## src/rtl/icdir_ctl_if.sv

```systemverilog
// icdir_ctl_if: request, response, flush and directory-port signals of the
// I-cache directory controller.
//   lkp_*   lookup request/accept (idx, tag)
//   rsp_*   one-cycle lookup result (val, hit, idx)
//   rld_*   reload write handshake; inv_* single-line invalidate handshake
//   flush_* full-invalidate request and status
//   dir_*   directory array port (read address/data, write enable/address/data)
// Modport slave is the controller; master is the requester/array side.
interface icdir_ctl_if #(
  parameter int IDX_W = 7,
  parameter int TAG_W = 21
) ();
  logic             lkp_val;
  logic             lkp_rdy;
  logic [IDX_W-1:0] lkp_idx;
  logic [TAG_W-1:0] lkp_tag;
  logic             rsp_val;
  logic             rsp_hit;
  logic [IDX_W-1:0] rsp_idx;
  logic             rld_val;
  logic             rld_rdy;
  logic [IDX_W-1:0] rld_idx;
  logic [TAG_W-1:0] rld_tag;
  logic             inv_val;
  logic             inv_rdy;
  logic [IDX_W-1:0] inv_idx;
  logic             flush_req;
  logic             flush_busy;
  logic             flush_done;
  logic [IDX_W-1:0] dir_rd_adr;
  logic [TAG_W:0]   dir_rd_dat;
  logic [3:0]       dir_wr_en;
  logic [IDX_W-1:0] dir_wr_adr;
  logic [TAG_W:0]   dir_wr_dat;

  modport slave (
    input  lkp_val, lkp_idx, lkp_tag, rld_val, rld_idx, rld_tag,
           inv_val, inv_idx, flush_req, dir_rd_dat,
    output lkp_rdy, rsp_val, rsp_hit, rsp_idx, rld_rdy, inv_rdy,
           flush_busy, flush_done, dir_rd_adr, dir_wr_en, dir_wr_adr, dir_wr_dat
  );

  modport master (
    output lkp_val, lkp_idx, lkp_tag, rld_val, rld_idx, rld_tag,
           inv_val, inv_idx, flush_req, dir_rd_dat,
    input  lkp_rdy, rsp_val, rsp_hit, rsp_idx, rld_rdy, inv_rdy,
           flush_busy, flush_done, dir_rd_adr, dir_wr_en, dir_wr_adr, dir_wr_dat
  );
endinterface

```

## src/rtl/icdir_ctl.sv

```systemverilog
// icdir_ctl: sequences and arbitrates the single-ported I-cache directory
// (LINES entries of {valid, tag}) between lookups, reloads, invalidates and a
// full flush sweep. Lookups take two port cycles (read address held for both,
// so async and sync arrays both work); writes take one.
// Ports:
//   clk_i  clock, all state on rising edge
//   rst_i  synchronous active-high reset
//   bus    icdir_ctl_if.slave (request/response/flush/directory signals)
//
// state | meaning
// IDLE  | arbitrate: flush_pend > reload > invalidate > lookup
// LKP2  | second lookup cycle: compare read data, register response
// FLUSH | write zero to line ctr each cycle, LINES cycles total
module icdir_ctl #(
  parameter int LINES        = 128,
  parameter int IDX_W        = 7,
  parameter int TAG_W        = 21,
  parameter bit FLUSH_ON_RST = 1'b1
) (
  input logic        clk_i,
  input logic        rst_i,
  icdir_ctl_if.slave bus
);

  typedef enum logic [1:0] {
    IDLE  = 2'd0,
    LKP2  = 2'd1,
    FLUSH = 2'd2
  } state_t;

  state_t           state_q, state_d;
  logic             flush_pend_q, flush_pend_d;
  logic [IDX_W-1:0] ctr_q, ctr_d;
  logic [IDX_W-1:0] lkp_idx_q, lkp_idx_d;
  logic [TAG_W-1:0] lkp_tag_q, lkp_tag_d;
  logic             rsp_val_q, rsp_val_d;
  logic             rsp_hit_q, rsp_hit_d;
  logic [IDX_W-1:0] rsp_idx_q, rsp_idx_d;
  logic             flush_done_q, flush_done_d;

  logic             lkp_rdy, rld_rdy, inv_rdy, busy;
  logic [3:0]       wr_en;
  logic [IDX_W-1:0] wr_adr, rd_adr;
  logic [TAG_W:0]   wr_dat;

  always_ff @(posedge clk_i) begin
    if (rst_i) begin
      state_q      <= IDLE;
      flush_pend_q <= FLUSH_ON_RST;
      ctr_q        <= '0;
      lkp_idx_q    <= '0;
      lkp_tag_q    <= '0;
      rsp_val_q    <= 1'b0;
      rsp_hit_q    <= 1'b0;
      rsp_idx_q    <= '0;
      flush_done_q <= 1'b0;
    end else begin
      state_q      <= state_d;
      flush_pend_q <= flush_pend_d;
      ctr_q        <= ctr_d;
      lkp_idx_q    <= lkp_idx_d;
      lkp_tag_q    <= lkp_tag_d;
      rsp_val_q    <= rsp_val_d;
      rsp_hit_q    <= rsp_hit_d;
      rsp_idx_q    <= rsp_idx_d;
      flush_done_q <= flush_done_d;
    end
  end

  always_comb begin
    state_d      = state_q;
    flush_pend_d = flush_pend_q;
    ctr_d        = ctr_q;
    lkp_idx_d    = lkp_idx_q;
    lkp_tag_d    = lkp_tag_q;
    rsp_val_d    = 1'b0;
    rsp_hit_d    = 1'b0;
    rsp_idx_d    = rsp_idx_q;
    flush_done_d = 1'b0;
    lkp_rdy      = 1'b0;
    rld_rdy      = 1'b0;
    inv_rdy      = 1'b0;
    busy         = 1'b0;
    wr_en        = 4'h0;
    wr_adr       = '0;
    wr_dat       = '0;
    rd_adr       = lkp_idx_q;

    // A flush request seen during a sweep is absorbed by that sweep.
    if (state_q != FLUSH && bus.flush_req) flush_pend_d = 1'b1;

    case (state_q)
      IDLE: begin
        if (flush_pend_q) begin
          state_d      = FLUSH;
          ctr_d        = '0;
          flush_pend_d = 1'b0;
        end else begin
          rld_rdy = 1'b1;
          inv_rdy = !bus.rld_val;
          lkp_rdy = !bus.rld_val && !bus.inv_val;
          if (bus.rld_val) begin
            wr_en  = 4'hF;
            wr_adr = bus.rld_idx;
            wr_dat = {1'b1, bus.rld_tag};
          end else if (bus.inv_val) begin
            wr_en  = 4'hF;
            wr_adr = bus.inv_idx;
          end else if (bus.lkp_val) begin
            rd_adr    = bus.lkp_idx;
            lkp_idx_d = bus.lkp_idx;
            lkp_tag_d = bus.lkp_tag;
            state_d   = LKP2;
          end
        end
      end
      LKP2: begin
        rsp_val_d = 1'b1;
        rsp_hit_d = bus.dir_rd_dat[TAG_W] && (bus.dir_rd_dat[TAG_W-1:0] == lkp_tag_q);
        rsp_idx_d = lkp_idx_q;
        state_d   = IDLE;
      end
      FLUSH: begin
        busy   = 1'b1;
        wr_en  = 4'hF;
        wr_adr = ctr_q;
        ctr_d  = ctr_q + 1'b1;
        if (ctr_q == IDX_W'(LINES - 1)) begin
          state_d      = IDLE;
          flush_done_d = 1'b1;
        end
      end
      default: state_d = IDLE;
    endcase

    // Keep the array port and handshakes quiet while reset is held, whatever
    // state the FSM was left in.
    if (rst_i) begin
      lkp_rdy = 1'b0;
      rld_rdy = 1'b0;
      inv_rdy = 1'b0;
      busy    = 1'b0;
      wr_en   = 4'h0;
    end
  end

  assign bus.lkp_rdy    = lkp_rdy;
  assign bus.rld_rdy    = rld_rdy;
  assign bus.inv_rdy    = inv_rdy;
  assign bus.rsp_val    = rsp_val_q;
  assign bus.rsp_hit    = rsp_hit_q;
  assign bus.rsp_idx    = rsp_idx_q;
  assign bus.flush_busy = busy;
  assign bus.flush_done = flush_done_q;
  assign bus.dir_rd_adr = rd_adr;
  assign bus.dir_wr_en  = wr_en;
  assign bus.dir_wr_adr = wr_adr;
  assign bus.dir_wr_dat = wr_dat;

endmodule

```

## src/flat_wrapper.sv

```systemverilog
// flat-port wrapper written by rule: the top's interface ports become plain ports
module icdir_ctl_flat 
#(
  parameter int LINES        = 128,
  parameter int IDX_W        = 7,
  parameter int TAG_W        = 21,
  parameter bit FLUSH_ON_RST = 1'b1
)
  (clk_i, rst_i, bus_lkp_val, bus_lkp_idx, bus_lkp_tag, bus_rld_val, bus_rld_idx, bus_rld_tag, bus_inv_val, bus_inv_idx, bus_flush_req, bus_dir_rd_dat, bus_lkp_rdy, bus_rsp_val, bus_rsp_hit, bus_rsp_idx, bus_rld_rdy, bus_inv_rdy, bus_flush_busy, bus_flush_done, bus_dir_rd_adr, bus_dir_wr_en, bus_dir_wr_adr, bus_dir_wr_dat);
  icdir_ctl_if #(.IDX_W(IDX_W), .TAG_W(TAG_W)) bus_i ();
  input logic clk_i;
  input logic rst_i;
  input wire logic [$bits(bus_i.lkp_val)-1:0] bus_lkp_val;
  input wire logic [$bits(bus_i.lkp_idx)-1:0] bus_lkp_idx;
  input wire logic [$bits(bus_i.lkp_tag)-1:0] bus_lkp_tag;
  input wire logic [$bits(bus_i.rld_val)-1:0] bus_rld_val;
  input wire logic [$bits(bus_i.rld_idx)-1:0] bus_rld_idx;
  input wire logic [$bits(bus_i.rld_tag)-1:0] bus_rld_tag;
  input wire logic [$bits(bus_i.inv_val)-1:0] bus_inv_val;
  input wire logic [$bits(bus_i.inv_idx)-1:0] bus_inv_idx;
  input wire logic [$bits(bus_i.flush_req)-1:0] bus_flush_req;
  input wire logic [$bits(bus_i.dir_rd_dat)-1:0] bus_dir_rd_dat;
  output wire logic [$bits(bus_i.lkp_rdy)-1:0] bus_lkp_rdy;
  output wire logic [$bits(bus_i.rsp_val)-1:0] bus_rsp_val;
  output wire logic [$bits(bus_i.rsp_hit)-1:0] bus_rsp_hit;
  output wire logic [$bits(bus_i.rsp_idx)-1:0] bus_rsp_idx;
  output wire logic [$bits(bus_i.rld_rdy)-1:0] bus_rld_rdy;
  output wire logic [$bits(bus_i.inv_rdy)-1:0] bus_inv_rdy;
  output wire logic [$bits(bus_i.flush_busy)-1:0] bus_flush_busy;
  output wire logic [$bits(bus_i.flush_done)-1:0] bus_flush_done;
  output wire logic [$bits(bus_i.dir_rd_adr)-1:0] bus_dir_rd_adr;
  output wire logic [$bits(bus_i.dir_wr_en)-1:0] bus_dir_wr_en;
  output wire logic [$bits(bus_i.dir_wr_adr)-1:0] bus_dir_wr_adr;
  output wire logic [$bits(bus_i.dir_wr_dat)-1:0] bus_dir_wr_dat;
  assign bus_i.lkp_val = bus_lkp_val;
  assign bus_i.lkp_idx = bus_lkp_idx;
  assign bus_i.lkp_tag = bus_lkp_tag;
  assign bus_i.rld_val = bus_rld_val;
  assign bus_i.rld_idx = bus_rld_idx;
  assign bus_i.rld_tag = bus_rld_tag;
  assign bus_i.inv_val = bus_inv_val;
  assign bus_i.inv_idx = bus_inv_idx;
  assign bus_i.flush_req = bus_flush_req;
  assign bus_i.dir_rd_dat = bus_dir_rd_dat;
  assign bus_lkp_rdy = bus_i.lkp_rdy;
  assign bus_rsp_val = bus_i.rsp_val;
  assign bus_rsp_hit = bus_i.rsp_hit;
  assign bus_rsp_idx = bus_i.rsp_idx;
  assign bus_rld_rdy = bus_i.rld_rdy;
  assign bus_inv_rdy = bus_i.inv_rdy;
  assign bus_flush_busy = bus_i.flush_busy;
  assign bus_flush_done = bus_i.flush_done;
  assign bus_dir_rd_adr = bus_i.dir_rd_adr;
  assign bus_dir_wr_en = bus_i.dir_wr_en;
  assign bus_dir_wr_adr = bus_i.dir_wr_adr;
  assign bus_dir_wr_dat = bus_i.dir_wr_dat;
  icdir_ctl #(.LINES(LINES), .IDX_W(IDX_W), .TAG_W(TAG_W), .FLUSH_ON_RST(FLUSH_ON_RST)) u_core (.clk_i(clk_i), .rst_i(rst_i), .bus(bus_i));
endmodule
```

## config.mk

```make
export PLATFORM = sky130hd
export DESIGN_NAME = icdir_ctl_flat
export DESIGN_NICKNAME = d
export VERILOG_FILES = /design/src/rtl/icdir_ctl_if.sv /design/src/rtl/icdir_ctl.sv /design/src/flat_wrapper.sv
export SDC_FILE = /design/constraint.sdc
export NUM_CORES = 1
export LEC_CHECK = 0
export ABC_AREA = 0
export CORE_AREA = 2 2 81 83
export DETAILED_ROUTE_END_ITERATION = 10
export DIE_AREA = 0 0 83 85
export PLACE_DENSITY = 0.95
export SYNTH_ARGS = -nofsm -noshare
export SYNTH_HDL_FRONTEND = slang
export SYNTH_SLANG_ARGS = --single-unit
```

## constraint.sdc

```tcl
create_clock -name clk_i -period 2.62 [get_ports clk_i]
set_input_delay 0.262 -clock clk_i [delete_from_list [all_inputs] [get_ports clk_i]]
set_output_delay 0.262 -clock clk_i [all_outputs]
set_load 0.03 [all_outputs]
```

== Word-level counts from Yosys, hierarchy flattened ==
Cells that the tools add are included.
Word-level totals
  flip-flop bits (word level): 48
  input bits: 91
  output and inout port bits: 54
Operators by class
  add/sub/neg operators: 1
  equal/unequal tests: 10
  multiplexer cells: 41
  bitwise operators: 5
  reductions and logical operators: 12
Operators by type and width (count)
  $mux 22: 3
  $mux 7: 9
  $pmux 7 s2: 2
  $eq 21x21->1: 1
  $mux 1: 16
  $mux 4: 4
  $mux 2: 5
  $ne 3x2->1 const B: 3
  $pmux 4 s2: 1
  $add 7x1->7 const B: 1
  $eq 7x7->1 const B: 1
  $not 1->1: 5
  $reduce_and 5->1: 1
  $ne 2x1->1 const B: 2
  $pmux 2 s2: 1
  $reduce_and 4->1: 1
  $reduce_or 2->1: 2
  $logic_and 1x1->1: 3
  $eq 2x1->1 const B: 1
  $eq 2x2->1 const B: 1
  $logic_not 1->1: 2
  $logic_not 2->1: 1
  $ne 2x2->1 const B: 1
  $reduce_and 2->1: 1
  $reduce_bool 2->1: 1

== Longest topological paths before layout ==
Gate-level depths: netlist (run 1).
  depth after elaboration: 5
  depth in mapped cells: 7
  depth with buffers taken out: 5

== Worst setup path after synthesis (run 1) ==
No wires, ideal clock.
  path type: reg-to-output
  start: reg u_core.flush_pend_q
  end: out bus_dir_wr_dat[12]
  arrival time: 1.469 ns
  data required time: 2.358 ns
  path slack: 0.889 ns
  cell stages (with the launch flop): 7
  path buffers: 3
  cells stage by stage: dfxtp_1 > buf_4 > nor2_1 > buf_2 > and3_1 > buf_2 > and2_1
On the way
  word-level cells in the longest chain between the ends: 2
Ends and longest elaborated chain
  from (decl): line icdir_ctl.sv:32  | logic flush_pend_q, flush_pend_d;
  from (signal assigned): line icdir_ctl.sv:59  | flush_pend_q <= flush_pend_d;
  $mux 22: line icdir_ctl.sv:94  | if (flush_pend_q) begin
  $mux 22: line icdir_ctl.sv:92  | case (state_q)
  to (decl): line flat_wrapper.sv:34  | output wire logic [$bits(bus_i.dir_wr_dat)-1:0] bus_dir_wr_dat;
Every way passes these cells.

== Worst setup path in the final report (run 1) ==
  start: in bus_inv_val
  end: out bus_dir_wr_adr[6]
On the way
  word-level cells in the longest chain between the ends: 4
Ends and longest elaborated chain
  from (decl): line flat_wrapper.sv:19  | input wire logic [$bits(bus_i.inv_val)-1:0] bus_inv_val;
  $mux 7: line icdir_ctl.sv:106  | end else if (bus.inv_val) begin
  $mux 7: line icdir_ctl.sv:102  | if (bus.rld_val) begin
  $mux 7: line icdir_ctl.sv:94
  $pmux 7 s2: line icdir_ctl.sv:92
  to (decl): line flat_wrapper.sv:33  | output wire logic [$bits(bus_i.dir_wr_adr)-1:0] bus_dir_wr_adr;
Every way passes these cells.

==> metrics.csv, run 1 <==
stage,metric,value,unit
grt,vias in the first global route,2494,
clock_tree,maximum buffer depth of the clock tree,2,
worst_setup_path,worst r2r path cells,6,
route,final wirelength,7.53,mm
grt,GRT overflow,0,
logic_synthesis,syn_nets,395,
logic_synthesis,Synth async-reset ratio,0,%
floorplan,Die Area,0.00706,mm^2
logic_synthesis,sequential area share after synthesis,39.3,%
sta,setup_tns,0,ps
worst_setup_path,CP Capture Type,output pin,
route,Via Count,2576,
floorplan,Die Ht,85,um
clock_tree,worst-skew pair later-pin latency,290,ps
route,Routed Antenna Nets,0,
final_layout,ant diodes,0,
clock_tree,CTS tree,built,
sta,Slew headroom,66.1,%
worst_setup_path,CP endpoint,bus_dir_wr_adr[6],
route,Post-route DRC,0,
run,Max-cap violations,0,
min_path,Min-Delay Path Class,reg -> reg,
grt,initial antenna violation count,0,
sta,Worst Max-Slew Pin Slew,505,ps
final_layout,"Core Util, Final",63.9,%
floorplan,Site Rows,29,
sta,RSZ-0062 raised after global routing,no,
floorplan,IO Pins,145,
grt,largest net degree at the start of global routing,47,
route,DRT iter0 DRCs,80,
route,post-DR wirelength/cell,14.5,um
clock_tree,post-CTS setup buffer count,0,
clock_tree,CTS Buf Count,5,
sta,clk_skew,4.43,ps
pwr,Lkg Pwr,0.00157,uW
logic_synthesis,Post-Synthesis Cells,303,
clock_tree,clock transition at the registers of the reported paths,90,ps
logic_synthesis,Yosys warnings,0,
grt,gr usage total,21.3,%
clock_tree,Max H-tree Level,2,
clock_tree,"Gates resized, CTS repair",0,
grt,first-pass GRT wire length,12.1,mm
sta,fin. max-slew vios,0,
logic_synthesis,Post-synth EDFFs,0,
placement,Detail Placement HPWL,5.95,mm
logic_synthesis,ys flop type,dfxtp_1,
floorplan,Initial Util,39.4,%
worst_setup_path,Critical Path AT,2120,ps
min_path,WHS Path Cells,2,
clock_tree,cts hold-fix bufs,0,
worst_setup_path,RR Startpoint,u_core.flush_pend_q$_SDFF_PP1_,
worst_setup_path,Worst setup SP type,input port,
route,DR vias/cell,4.97,
run_status,status,"complete, no violations",
placement,routability cong.,0.903,
worst_setup_path,CP startpoint,bus_inv_val,
logic_synthesis,mapped cell area,0.00244,mm^2
worst_setup_path,"Data required, critical path",2360,ps
placement,PortBufs,144,
final_layout,nets,533,
clock_tree,clk sinks,48,
sta,"Hold Vio Cnt, Final",0,
sta,Final setup viols,0,
clock_tree,clock root cell,clkbuf_8,
pwr,Pwr Density,417,mW/mm^2
worst_setup_path,Crit Path Max Fanout,7,
final_layout,layout cell share with drive strength beyond 1,14.7,%
worst_setup_path,Crit Path Class,in -> out,
pwr,Peak VDD IR,257,uV
worst_setup_path,R2R Path End,u_core.lkp_tag_q[4]$_SDFFE_PP0P_,
worst_setup_path,R2R Setup Slk,740,ps
logic_synthesis,Yosys reg bits,48,
sta,min cycle time layout,2380,ps
floorplan,core outline area,0.00620,mm^2
final_layout,area added between synthesis and finish,62.3,%
sta,final worst path period share,91.0,%
route,first drt pass iteration count,5,
logic_synthesis,Syn Area/Cell,8.06,um^2
floorplan,Die Wd,83,um
sta,Max Freq,420,MHz
logic_synthesis,Synth cell types,38,
Yosys cell counts (all sizes together) (4+ instances only):
cell    count  area, um^2
a21oi      33         165
nor2       27         101
dfxtp      48         961
xnor2       7        61.3
and2       21         131
clkbuf      7        27.5
a22oi       8        60.1
a22o        5        43.8
buf        16         100
nand4       4        25.0
xor2       15         131
nand2      61         229
mux2       10         139
nand3       4        20.0
nand2b      4        25.0
nor2b       8        50.1
nor4        4        25.0
layout by cell type (no fill, tap or decap), types with 3 or more instances in the layout:
| cell type | count |
|---|---|
| a21oi_1 | 33 |
| nand4_1 | 4 |
| clkbuf_8 | 6 |
| nand2b_1 | 4 |
| dfxtp_1 | 48 |
| mux2_2 | 3 |
| nand2_1 | 61 |
| buf_4 | 44 |
| nor4_1 | 4 |
| and3_1 | 3 |
| xor2_1 | 15 |
| xnor2_1 | 7 |
| a22o_1 | 5 |
| a22oi_1 | 8 |
| and2_1 | 21 |
| mux2_4 | 7 |
| buf_12 | 3 |
| nor2b_1 | 8 |
| clkdlybuf4s50_1 | 107 |
| nor2_1 | 27 |
| nand3_1 | 4 |
worst min path at each step:
stage,to,startpoint,slack (ps)
2_1_floorplan,u_core.bus.rsp_hit$_SDFF_PP0_,bus_dir_rd_dat[21],400
3_3_place_gp,u_core.bus.rsp_idx[4]$_SDFFE_PP0P_,u_core.bus.rsp_idx[4]$_SDFFE_PP0P_,440
3_5_place_dp,u_core.bus.rsp_idx[5]$_SDFFE_PP0P_,u_core.bus.rsp_idx[5]$_SDFFE_PP0P_,450
4_1_cts,u_core.bus.rsp_idx[5]$_SDFFE_PP0P_,u_core.bus.rsp_idx[5]$_SDFFE_PP0P_,460
5_1_grt,u_core.bus.rsp_idx[5]$_SDFFE_PP0P_,u_core.bus.rsp_idx[5]$_SDFFE_PP0P_,480
6_report,u_core.bus.rsp_idx[4]$_SDFFE_PP0P_,u_core.lkp_idx_q[4]$_SDFF_PP0_,460
per-stage QoR:
step	instances	setup WS [ps]	area, um^2	total power [uW]	hold WS, ps
2_1_floorplan	303	889	2440	995	396
3_3_place_gp	511	352	3870	1220	442
3_5_place_dp	511	305	3870	1230	449
4_1_cts	518	281	3970	1670	461
5_1_grt	518	158	3970	1730	485
6_report	518	236	3970	1650	457
power breakdown:
part	internal, uW	leakage (uW)	switching (uW)
registers	743	0.000388	15.9
clock network	211	0.0000473	232
logic	242	0.00114	212
registers in the layout, summed over array words and instances (netlist names):
signal and flops:
u_core.bus.flush_done 1, u_core.bus.rsp_hit 1, u_core.bus.rsp_idx 7, u_core.bus.rsp_val 1, u_core.ctr_q 7, u_core.flush_pend_q 1, u_core.lkp_idx_q 7, u_core.lkp_tag_q 21
u_core.state_q 2
critical path: stages:
cell and delay (ps):
clkdlybuf4s50_1 510, nor2b_1 170, buf_4 170, a22o_1 130, a22oi_1 60, nor2_1 130, clkdlybuf4s50_1 690
metal layers:
metal	global-route usage (%)	share of wire [%]	up-vias	routed length, um
met3	6.32	7.7	11	578
met1	23.2	39	1155	2930
li1	-	-	1280	-
met4	6.26	1.5	0	113
met5	0	0	-	0
met2	39.7	52	130	3910
area by class of cell:
class                           count  area [um^2]
Multi-Input combinational cell    230         1350
Inverter                            2         7.51
Fill cell                         492         2240
Clock buffer                        6         82.6
Clock inverter                      1         8.76
Timing Repair Buffer              154         1460
Sequential cell                    48          961
Tap cell                           77         96.3
cell families (layout without fill, tap and decap cells):
logic type                 after synthesis  after routing  share of synthesized area [%]
buffers and inverters                   25            163                           5.53
AOI/OAI and AO/OA                       55             55                           13.4
adders and majority gates                1              1                          0.512
and+or+nand+nor                        141            141                           27.3
DFF                                     48             48                           39.3
muxes                                   11             11                           6.09
xor gates and xnor gates                22             22                           7.89
(Power assumes the default switching activity.)
==> inputs of run 2 (changes only) <==
--- a/config.mk
+++ b/config.mk
@@ -9,6 +9,7 @@
 export CORE_AREA = 2 2 81 83
 export DETAILED_ROUTE_END_ITERATION = 10
 export DIE_AREA = 0 0 83 85
+export GPL_ROUTABILITY_DRIVEN = 0
 export PLACE_DENSITY = 0.95
 export SYNTH_ARGS = -nofsm -noshare
 export SYNTH_HDL_FRONTEND = slang
==> results of run 2 <==
No change in the layout: final DEF, timing and power equal those of run 1.
==> inputs of run 3 (changes only) <==
--- a/config.mk
+++ b/config.mk
@@ -9,7 +9,6 @@
 export CORE_AREA = 2 2 81 83
 export DETAILED_ROUTE_END_ITERATION = 10
 export DIE_AREA = 0 0 83 85
-export GPL_ROUTABILITY_DRIVEN = 0
 export PLACE_DENSITY = 0.95
 export SYNTH_ARGS = -nofsm -noshare
 export SYNTH_HDL_FRONTEND = slang
==> results of run 3 <==
No change in the layout: final DEF, timing and power equal those of run 1.
